### src/rtl/cla_addsub_pipe_pkg.sv
// Shared definitions for the pipelined CLA adder/subtractor: op encoding, default sizes,
// flag bundle and the lookahead carry equation used by both pipeline stages.
package cla_addsub_pipe_pkg;

  typedef enum logic {
    ALU_OP_ADD = 1'b0,
    ALU_OP_SUB = 1'b1
  } alu_op_e;

  localparam int DEF_WIDTH = 32;
  localparam int DEF_GROUP = 4;
  // Widest P/G vector la_carry accepts; bounds both GROUP and the number of groups.
  localparam int LA_MAX    = 64;

  typedef struct packed {
    logic cout;
    logic ovf;
    logic zero;
    logic neg;
  } flags_t;

  // Carry into position pos of a block: OR over i<pos of g[i] & p[pos-1:i+1], plus the
  // all-propagate term with cin. Sum-of-products form, so no ripple chain between bits.
  function automatic logic la_carry(input logic [LA_MAX-1:0] p,
                                    input logic [LA_MAX-1:0] g,
                                    input logic              cin,
                                    input int                pos);
    logic carry;
    logic run;
    carry = 1'b0;
    run   = 1'b1;
    for (int i = LA_MAX - 1; i >= 0; i--) begin
      if (i < pos) begin
        carry = carry | (g[i] & run);
        run   = run & p[i];
      end
    end
    return carry | (run & cin);
  endfunction

endpackage

### src/rtl/cla_addsub_pipe_group.sv
// GROUP-bit carry-lookahead block: forms every in-group carry directly from P/G and the
// group carry-in, then the sum bits.
module cla_addsub_pipe_group
  import cla_addsub_pipe_pkg::*;
#(
  parameter int GROUP = DEF_GROUP
) (
  input  logic [GROUP-1:0] p_i,
  input  logic [GROUP-1:0] g_i,
  input  logic             c_i,
  output logic [GROUP-1:0] sum_o
);

  logic [LA_MAX-1:0] p_ext;
  logic [LA_MAX-1:0] g_ext;

  always_comb begin
    // NOTE: every variable written here gets a value before any condition or loop, so no
    // path can leave one unassigned and synthesis never infers a latch.
    p_ext              = '0;
    g_ext              = '0;
    sum_o              = '0;
    p_ext[GROUP-1:0]   = p_i;
    g_ext[GROUP-1:0]   = g_i;
    for (int i = 0; i < GROUP; i++) begin
      sum_o[i] = p_i[i] ^ la_carry(p_ext, g_ext, c_i, i);
    end
  end

endmodule

### src/rtl/cla_addsub_pipe.sv
// Two-stage pipelined carry-lookahead adder/subtractor with valid/ready on both sides.
// Stage 1 registers bit and group P/G; stage 2 resolves group carries, registers sum and flags.
module cla_addsub_pipe
  import cla_addsub_pipe_pkg::*;
#(
  parameter int WIDTH = DEF_WIDTH,
  parameter int GROUP = DEF_GROUP
) (
  input  logic             clk,
  input  logic             clr,
  input  logic             in_valid,
  output logic             in_ready,
  input  logic [WIDTH-1:0] in_a,
  input  logic [WIDTH-1:0] in_b,
  input  logic             in_sub,
  input  logic             in_cin,
  output logic             out_valid,
  input  logic             out_ready,
  output logic [WIDTH-1:0] out_sum,
  output logic             out_cout,
  output logic             out_ovf,
  output logic             out_zero,
  output logic             out_neg
);

  localparam int NG = WIDTH / GROUP;

  if ((WIDTH % GROUP) != 0 || GROUP > LA_MAX || NG > LA_MAX) begin : g_bad_params
    $error("cla_addsub_pipe: WIDTH must be a multiple of GROUP and both fit LA_MAX");
  end

  // Stage 1 state
  logic             s1_valid_q, s1_valid_d;
  logic [WIDTH-1:0] p_q, p_d;
  logic [WIDTH-1:0] g_q, g_d;
  logic [NG-1:0]    pg_q, pg_d;
  logic [NG-1:0]    gg_q, gg_d;
  logic             c0_q, c0_d;

  // Stage 2 state
  logic             out_valid_q, out_valid_d;
  logic [WIDTH-1:0] sum_q, sum_d;
  flags_t           flags_q, flags_d;

  logic             s1_ready;
  logic             s2_ready;
  logic             is_sub;
  logic [WIDTH-1:0] bx;
  logic [NG:0]      gc;
  logic [WIDTH-1:0] sum_w;

  // Ready only looks downstream, so in_valid never reaches in_ready combinationally.
  assign s2_ready = !out_valid_q || out_ready;
  assign s1_ready = !s1_valid_q || s2_ready;
  assign in_ready = s1_ready;

  assign is_sub = (alu_op_e'(in_sub) == ALU_OP_SUB);
  assign bx     = is_sub ? ~in_b : in_b;

  always_comb begin
    logic [LA_MAX-1:0] gp_x;
    logic [LA_MAX-1:0] gg_x;
    s1_valid_d = s1_valid_q;
    p_d        = p_q;
    g_d        = g_q;
    pg_d       = pg_q;
    gg_d       = gg_q;
    c0_d       = c0_q;
    gp_x       = '0;
    gg_x       = '0;
    if (s1_ready) begin
      s1_valid_d = in_valid;
    end
    if (s1_ready && in_valid) begin
      p_d  = in_a ^ bx;
      g_d  = in_a & bx;
      c0_d = is_sub ? 1'b1 : in_cin;
      for (int k = 0; k < NG; k++) begin
        gp_x              = '0;
        gg_x              = '0;
        gp_x[GROUP-1:0]   = p_d[k*GROUP +: GROUP];
        gg_x[GROUP-1:0]   = g_d[k*GROUP +: GROUP];
        pg_d[k]           = &p_d[k*GROUP +: GROUP];
        gg_d[k]           = la_carry(gp_x, gg_x, 1'b0, GROUP);
      end
    end
  end

  // Group carries: each one a flat function of PG/GG and c0, never of another group carry.
  always_comb begin
    logic [LA_MAX-1:0] pg_x;
    logic [LA_MAX-1:0] gg_x;
    pg_x         = '0;
    gg_x         = '0;
    pg_x[NG-1:0] = pg_q;
    gg_x[NG-1:0] = gg_q;
    gc           = '0;
    gc[0]        = c0_q;
    for (int k = 1; k <= NG; k++) begin
      gc[k] = la_carry(pg_x, gg_x, c0_q, k);
    end
  end

  for (genvar k = 0; k < NG; k++) begin : g_grp
    cla_addsub_pipe_group #(
      .GROUP (GROUP)
    ) u_grp (
      .p_i   (p_q[k*GROUP +: GROUP]),
      .g_i   (g_q[k*GROUP +: GROUP]),
      .c_i   (gc[k]),
      .sum_o (sum_w[k*GROUP +: GROUP])
    );
  end

  always_comb begin
    out_valid_d = out_valid_q;
    sum_d       = sum_q;
    flags_d     = flags_q;
    if (s2_ready) begin
      out_valid_d = s1_valid_q;
    end
    if (s2_ready && s1_valid_q) begin
      sum_d         = sum_w;
      flags_d.cout  = gc[NG];
      // Carry into the MSB is recovered as sum ^ propagate at that bit.
      flags_d.ovf   = gc[NG] ^ (sum_w[WIDTH-1] ^ p_q[WIDTH-1]);
      flags_d.zero  = (sum_w == '0);
      flags_d.neg   = sum_w[WIDTH-1];
    end
  end

  // NOTE: data registers are reset along with the valid bits so that nothing from before
  // clr can ever be observed on the outputs afterwards.
  always_ff @(posedge clk or posedge clr) begin
    if (clr) begin
      s1_valid_q  <= 1'b0;
      p_q         <= '0;
      g_q         <= '0;
      pg_q        <= '0;
      gg_q        <= '0;
      c0_q        <= 1'b0;
      out_valid_q <= 1'b0;
      sum_q       <= '0;
      flags_q     <= '0;
    end else begin
      // NOTE: non-blocking assignments make every stage sample pre-edge values, so data
      // moves exactly one stage per clock regardless of statement order.
      s1_valid_q  <= s1_valid_d;
      p_q         <= p_d;
      g_q         <= g_d;
      pg_q        <= pg_d;
      gg_q        <= gg_d;
      c0_q        <= c0_d;
      out_valid_q <= out_valid_d;
      sum_q       <= sum_d;
      flags_q     <= flags_d;
    end
  end

  assign out_valid = out_valid_q;
  assign out_sum   = sum_q;
  assign out_cout  = flags_q.cout;
  assign out_ovf   = flags_q.ovf;
  assign out_zero  = flags_q.zero;
  assign out_neg   = flags_q.neg;

endmodule
### config.mk
export PLATFORM = sky130hd
export DESIGN_NAME = cla_addsub_pipe
export DESIGN_NICKNAME = d
export VERILOG_FILES = /design/src/rtl/cla_addsub_pipe_pkg.sv /design/src/rtl/cla_addsub_pipe_group.sv /design/src/rtl/cla_addsub_pipe.sv
export SDC_FILE = /design/constraint.sdc
export NUM_CORES = 1
export LEC_CHECK = 0
export CORE_ASPECT_RATIO = 0.8
export CORE_UTILIZATION = 39
export CTS_CLUSTER_DIAMETER = 150
export DETAILED_ROUTE_END_ITERATION = 8
export PLACE_DENSITY_LB_ADDON = 0.12
export SLEW_MARGIN = 5
export SYNTH_ARGS = -nofsm -noshare
export SYNTH_HDL_FRONTEND = slang
export SYNTH_HIERARCHICAL = 1
export SYNTH_SLANG_ARGS = --single-unit
### constraint.sdc
create_clock -name clk -period 13.9 [get_ports clk]
set_input_delay 4.17 -clock clk [delete_from_list [all_inputs] [get_ports clk]]
set_output_delay 4.17 -clock clk [all_outputs]
set_load 0.01 [all_outputs]
==> results of run 1 <==
-- report_power, final --
part	switching (mW)	internal, mW
sequential	0.0650	0.411
clock	0.114	0.144
combinational	0.178	0.240
-- worst max-delay path, stage by stage --
cell and delay, ns:
clkdlybuf4s50_1 0.47, nand3b_1 0.20, clkdlybuf4s50_1 0.57
-- layout make-up --
class,count,area (um^2)
tap,184,230.2
clock inverter,3,45.04
sequential,110,2753
fill,1324,7074
timing repair buffer,109,1081
multi-input combinational,343,2910
clock buffer,12,246.5
inverter,1,6.256
-- stage by stage --
step,instances,hold slack [ns],utilization [%],worst slack (ns)
2_1_floorplan,473,0.4506,-,5.346
3_3_place_gp,747,0.4623,48.66,4.348
3_5_place_dp,747,0.4661,48.66,4.299
4_1_cts,762,0.4821,50.69,4.298
5_1_grt,762,0.5012,50.69,4.253
6_report,762,0.4770,50.69,4.315
-- routing by layer --
layer	share of wire (%)	routed length (um)	global-route usage (%)
met2	44	5327	25.03
met1	51	6267	25.76
met3	4.2	519	3.949
met4	0.92	112	4.130
met5	0	0	0
-- how the worst min path moves through the flow --
stage | to | depth (start not counted)
final | out_zero$_DFFE_PP0P_ | 2
after detailed placement | out_zero$_DFFE_PP0P_ | 2
after floorplan | pg_q[0]$_DFFE_PP0P_ | 2
after CTS | out_zero$_DFFE_PP0P_ | 2
after global placement | out_zero$_DFFE_PP0P_ | 2
after global routing | out_zero$_DFFE_PP0P_ | 2
-- state kept, by name (all words and copies together) (netlist names) --
name        flops
g_q            24
out_cout        1
c0_q            1
out_valid       1
out_ovf         1
s1_valid_q      1
p_q            32
pg_q            8
out_sum        32
gg_q            8
out_zero        1
==> flow_summary_export.csv, run 1 <==
group,metric,value,unit
critical_path,path_class,"in -> out",
placement,hpwlAfterDp,9.003,mm
timing,worst_pin_slew,1.036,ns
critical_path,startpoint,"out_ready",
timing,grt_setup_unrepaired,"false",
flow_run,max_cap_violations,0,
die,io_pins,108,
timing,fin_crit_sh,68.96,%
die,rows,39,
power_and_ir_drop,p_per_area,158.5,nW/um^2
cts,cts_tree,"built",
yosys,ys_warn_count,6,
global_routing,antenna_found_initial,0,
timing,fin_crit,9.585,ns
cts,clk_latency,0.35,ns
placement,io_buffer_count,107,
routing,ant_nets,0,
timing,final-hold-violation-count,0,
cts,cts_setup_buffers,0,
critical_path,cp-endpoint,"in_ready",
cts,clock_sinks,110,
yosys,avgSynthCellArea,12.16,um^2
die,initial_core_util,40.09,%
finish,nets,684,
routing,avgViaCountPerCell,5.022,
finish,fin_area,7272,um^2
timing,setup_tns,0,ns
timing,fmax,104.3,MHz
hold_path,hp-start,"out_zero$_DFFE_PP0P_",
critical_path,rrSetupSlack,10.43,ns
die,dieHeight,110.6,um
global_routing,grt_pass1_wl,20.21,mm
cts,cts.clk_slew.worst_paths,0.07,ns
critical_path,r2r_end,"out_zero$_DFFE_PP0P_",
critical_path,r2r_start,"c0_q$_DFFE_PP0P_",
timing,relSlewSlack,30.96,%
cts,cts_hold_buf,0,
die,dieWidth,137.8,um
global_routing,grt_usage,17.23,%
routing,via_count,3827,
yosys,syn-cell-area,5752,um^2
finish,antenna_cells,0,
power_and_ir_drop,p_leak,3.220,nW
cts,clockRootBuffer,"clkbuf_16",
routing,wl_per_cell,16.04,um
outcome,status,"finished, final reports clean",
cts,htree_num_levels,3,
routing,routed_wirelength,12.23,mm
routing,first_iter_violations,161,
finish,layout_common_cells,"dfrtp_1, clkdlybuf4s50_1, mux2_2",
die,core,14350,um^2
die,die_area,15240,um^2
timing,slew_violations,0,
critical_path,r2r_cells,11,
timing,final-setup-viol-count,0,
cts,cts_resized,0,
cts,numCtsBuffers,9,
power_and_ir_drop,peakVddDrop,101.2,uV
timing,fin_skew,0.007018,ns
hold_path,holdCritPathClass,"reg -> reg",
critical_path,crit_path_max_fanout,3,
finish,final_common_cell,"dfrtp_1",
critical_path,worstPathRequired,9.73,ns
critical_path,end_kind,"output port",
global_routing,grt_max_degree,91,
finish,drive_gt1_share,19.72,%
critical_path,cp-start-kind,"primary input",
placement,place_area,6980,um^2
routing,drc,0,
routing,firstDrtPassIters,4,
critical_path,cp.arrival,5.41,ns
global_routing,grt_pass1_vias,3891,
power_and_ir_drop,p_total,1.152,mW
finish,area_delta_synth_final,26.43,%
cts,ctsLongestPathBuffers,2,
yosys,synth_fp_nets,583,
yosys,syn_inst,473,
global_routing,gr-total-overflow,0,
placement,gp_congestion,0.8352,
No activity file was read; power rests on OpenSTA's default activity.
==> inputs of run 2 (changes only) <==
==> constraint.sdc (replaced) <==
create_clock -name clk -period 9 [get_ports clk]
set_input_delay 2.7 -clock clk [delete_from_list [all_inputs] [get_ports clk]]
set_output_delay 2.7 -clock clk [all_outputs]
set_load 0.01 [all_outputs]
==> flow_summary_export.csv, run 2 (synthesized netlist as in run 1, its figures left out) <==
group,metric,value,unit
outcome,status,"finished, final reports clean",
timing,relSlewSlack,29.85,%
timing,final-hold-violation-count,0,
global_routing,antenna_found_initial,0,
routing,avgViaCountPerCell,5.062,
cts,cts_resized,0,
finish,fin_cells,762,
cts,numCtsBuffers,9,
die,initial_core_util,40.09,%
cts,ctsLongestPathBuffers,2,
cts,cts_setup_buffers,0,
routing,wl_per_cell,15.89,um
hold_path,holdCritPathClass,"reg -> reg",
routing,ant_nets,0,
power_and_ir_drop,p_leak,3.220,nW
critical_path,path_class,"in -> out",
finish,antenna_cells,0,
placement,gp_congestion,0.8252,
timing,worst_pin_slew,1.052,ns
placement,dp_slack,2.355,ns
die,dieWidth,137.8,um
finish,area_delta_synth_final,26.43,%
finish,nets,684,
placement,dp.cells,747,
die,rows,39,
global_routing,grt_max_degree,91,
placement,place_area,6980,um^2
timing,final-setup-viol-count,0,
timing,fin_crit,6.637,ns
finish,drive_gt1_share,19.72,%
critical_path,cp-start-kind,"primary input",
global_routing,grt_pass1_wl,19.64,mm
power_and_ir_drop,peakVddDrop,136.5,uV
critical_path,worstPathRequired,6.30,ns
placement,hpwlAfterDp,8.832,mm
cts,clk_latency,0.35,ns
timing,fin_skew,0.006772,ns
routing,first_iter_violations,117,
die,die_area,15240,um^2
timing,grt_setup_unrepaired,"false",
global_routing,grt_usage,16.77,%
timing,fin_crit_sh,73.74,%
cts,cts.clk_slew.worst_paths,0.07,ns
timing,fmax,150.7,MHz
global_routing,grt_pass1_vias,3850,
cts,cts_hold_buf,0,
power_and_ir_drop,pwr-share-seq,41.4,%
power_and_ir_drop,p_int,1.228,mW
global_routing,gr-total-overflow,0,
power_and_ir_drop,swShare,30.87,%
critical_path,crit_path_max_fanout,3,
routing,routed_wirelength,12.11,mm
finish,final_util,50.69,%
timing,setup_tns,0,ns
cts,clockRootBuffer,"clkbuf_16",
power_and_ir_drop,p_comb_share,36.4,%
power_and_ir_drop,p_per_area,244.4,nW/um^2
cts,cts_tree,"built",
routing,drc,0,
placement,io_buffer_count,107,
critical_path,cp.arrival,3.94,ns
power_and_ir_drop,power_frac_clock,22.3,%
die,dieHeight,110.6,um
finish,layout_common_cells,"dfrtp_1, clkdlybuf4s50_1, mux2_2",
power_and_ir_drop,p_switching,548.6,uW
timing,slew_violations,0,
routing,firstDrtPassIters,4,
critical_path,end_kind,"output port",
routing,via_count,3857,
cts,htree_num_levels,3,
die,core,14350,um^2
flow_run,max_cap_violations,0,
finish,final_common_cell,"dfrtp_1",
die,io_pins,108,
cts,clock_sinks,110,
timing,setup_slack,2.363,ns
finish,fin_area,7272,um^2
run 2: cell counts in the layout (fill, tap and decap cells not counted):
No cell type changed its count.
run 2: worst max-delay path, cell delays in order:
cell             delay (ns)
clkdlybuf4s50_1        0.47
nand3b_1               0.19
clkdlybuf4s50_1        0.58
run 2: metal layers:
metal / up-vias / wire, um / track usage [%]
met4: 0 / 124 / 4.783
li1: 1893 / - / -
met2: 67 / 5196 / 24.92
met3: 10 / 452 / 3.535
met1: 1887 / 6338 / 24.46
met5: - / 0 / 0
run 2: power by group through the flow:
| stage | clock network [mW] | registers, mW | logic, mW |
|---|---|---|---|
| floorplan | 0 | 0.759 | 0.340 |
| global placement | 0 | 0.738 | 0.646 |
| global route | 0.427 | 0.754 | 0.708 |
| CTS | 0.409 | 0.737 | 0.655 |
| finish | 0.395 | 0.735 | 0.647 |
| detailed placement | 0 | 0.746 | 0.651 |
run 2: area by class of cell:
cell class              count  area, um^2
well taps                 184       230.2
clock buffers              12       246.5
inverters                   1       6.256
flip-flops and latches    110        2753
repair buffers            109        1081
multi-input cells         343        2910
fillers                  1320        7074
clock inverters             3       45.04
run 2: worst paths after layout:
| path | to | start | cells past startpoint | slack [ns] |
|---|---|---|---|---|
| min in group asynchronous | out_sum[21]$_DFFE_PP0P_ | clr | 2 | 2.80 |
| setup / recovery | in_ready | out_ready | 3 | 2.36 |
| max in group asynchronous | p_q[24]$_DFFE_PP0P_ | clr | 3 | 4.95 |
| setup reg to reg | out_zero$_DFFE_PP0P_ | c0_q$_DFFE_PP0P_ | 11 | 5.51 |
| hold reg to reg | out_zero$_DFFE_PP0P_ | out_zero$_DFFE_PP0P_ | 2 | 0.49 |
| hold / removal | out_zero$_DFFE_PP0P_ | out_zero$_DFFE_PP0P_ | 2 | 0.49 |
run 2: through the flow:
stage	power, mW	hold slack (ns)
after global placement	1.384	0.4624
after CTS	1.801	0.4859
after floorplan	1.099	0.4506
final	1.777	0.4863
after global routing	1.889	0.5073
after detailed placement	1.396	0.4711
==> inputs of run 3 (changes only) <==
==> constraint.sdc (replaced) <==
create_clock -name clk -period 6.75 [get_ports clk]
set_input_delay 2.025 -clock clk [delete_from_list [all_inputs] [get_ports clk]]
set_output_delay 2.025 -clock clk [all_outputs]
set_load 0.01 [all_outputs]
==> flow_summary_export.csv, run 3 (synthesized netlist as in run 1, its figures left out) <==
group,metric,value,unit
critical_path,r2r_end,"out_zero$_DFFE_PP0P_",
routing,wl_per_cell,15.80,um
cts,clockRootBuffer,"clkbuf_16",
cts,cts_tree,"built",
timing,slew_violations,0,
finish,fin_cells,763,
routing,avgViaCountPerCell,4.984,
global_routing,grt_pass1_wl,19.74,mm
timing,worst_pin_slew,1.050,ns
flow_run,max_cap_violations,0,
timing,relSlewSlack,29.97,%
timing,hold_slack,0.4757,ns
routing,via_count,3803,
global_routing,grt_pass1_vias,3855,
critical_path,end_kind,"output port",
finish,layout_common_cells,"dfrtp_1, clkdlybuf4s50_1, mux2_2",
timing,fin_crit,5.278,ns
critical_path,cpPeakStageDelay,0.57,ns
cts,cts_hold_buf,0,
placement,place_area,6980,um^2
critical_path,crit_family,"buffers and inverters",
die,core,14350,um^2
outcome,status,"finished, final reports clean",
die,io_pins,108,
routing,routed_wirelength,12.05,mm
finish,drive_gt1_share,19.52,%
critical_path,r2r_start,"c0_q$_DFFE_PP0P_",
placement,gp_congestion,0.8165,
finish,antenna_cells,0,
critical_path,path_class,"in -> out",
critical_path,cp.arrival,3.25,ns
timing,fin_skew,0.01062,ns
critical_path,worstPathRequired,4.72,ns
cts,ctsLongestPathBuffers,2,
critical_path,r2r_cells,11,
timing,fin_crit_sh,78.19,%
placement,dp.cells,747,
hold_path,hold_depth,2,
global_routing,gr-total-overflow,0,
timing,final-setup-viol-count,0,
die,initial_core_util,40.09,%
die,dieHeight,110.6,um
finish,final_util,50.65,%
cts,numCtsBuffers,9,
critical_path,slowest_stage,"clkdlybuf4s50_1",
hold_path,hold_end,"out_zero$_DFFE_PP0P_",
critical_path,rrSetupSlack,3.25,ns
routing,firstDrtPassIters,4,
critical_path,critPathMostFrequentCell,"clkdlybuf4s50_1",
cts,clk_latency,0.35,ns
global_routing,grt_max_degree,91,
cts,cts_resized,0,
global_routing,grt_usage,16.84,%
power_and_ir_drop,p_per_area,324.7,nW/um^2
finish,nFillCells,1288,
critical_path,cp_cell_sequence,"clkdlybuf4s50_1 -> nand3b_1 -> clkdlybuf4s50_1",
cts,htree_num_levels,3,
finish,final_common_cell,"dfrtp_1",
cts,cts.clk_slew.worst_paths,0.07,ns
die,die_area,15240,um^2
critical_path,crit_path_max_fanout,3,
critical_path,cp-start-kind,"primary input",
global_routing,antenna_found_initial,0,
hold_path,hp-start,"out_zero$_DFFE_PP0P_",
routing,drc,0,
finish,area_delta_synth_final,26.32,%
timing,final-hold-violation-count,0,
die,dieWidth,137.8,um
hold_path,holdCritPathClass,"reg -> reg",
timing,setup_tns,0,ns
timing,fmax,189.5,MHz
critical_path,crit_buf_inv,2,
routing,ant_nets,0,
die,rows,39,
cts,clock_sinks,110,
routing,first_iter_violations,119,
placement,hpwlAfterDp,8.800,mm
timing,grt_setup_unrepaired,"false",
power_and_ir_drop,peakVddDrop,165.8,uV
power_and_ir_drop,p_leak,3.215,nW
finish,nets,684,
cts,cts_setup_buffers,0,
placement,io_buffer_count,107,
finish,fin_area,7266,um^2
==> run 3: cell count changes in the layout (fill, tap and decap cells not counted) <==
| cell | delta |
|---|---|
| clkbuf_1 | +2 |
| clkbuf_8 | -1 |
==> run 3: worst max path at each step <==
stage	start	to	slack, ns	depth (start not counted)
floorplan	clr	c0_q$_DFFE_PP0P_	1.82	1
global placement	out_ready	in_ready	1.49	3
detailed placement	out_ready	in_ready	1.48	3
CTS	out_ready	in_ready	1.47	3
global route	out_ready	in_ready	1.41	3
finish	out_ready	in_ready	1.47	3
==> run 3: final cells by class <==
type	count	area, um^2	share of cell area (%)
Clock buffer	13	240.2	3.306
Clock inverter	3	45.04	0.6199
Inverter	1	6.256	0.08610
Multi-Input combinational cell	343	2910	40.06
Sequential cell	110	2753	37.89
Tap cell	184	230.2	3.169
Timing Repair Buffer	109	1081	14.88
==> run 3: tightest hold or removal path, delay by kind of cell (launching register included) <==
kind	cells	cell delay [ns]
AOI/OAI and AO/OA	1	0.05
DFF	1	0.34
and+or+nand+nor	1	0.05
==> run 3: report_power, final <==
| part | total (mW) | internal [mW] | switching [mW] |
|---|---|---|---|
| sequential | 0.978 | 0.847 | 0.131 |
| combinational | 0.860 | 0.495 | 0.365 |
| clock | 0.521 | 0.289 | 0.233 |
| total | 2.36 | 1.63 | 0.729 |
==> run 3: layer usage <==
layer	share of wire, %	wire length, um	GRT usage [%]
met1	53	6376	25.72
met2	42	5064	23.92
met5	0	0	0
met4	1.0	124	4.348
met3	4.0	487	3.489
==> run 3: through the flow <==
step                      power (mW)  setup slack [ns]
after detailed placement       1.860             1.479
after global routing           2.516             1.414
final                          2.359             1.472
after CTS                      2.390             1.472
after floorplan                1.466             1.823
after global placement         1.845             1.487
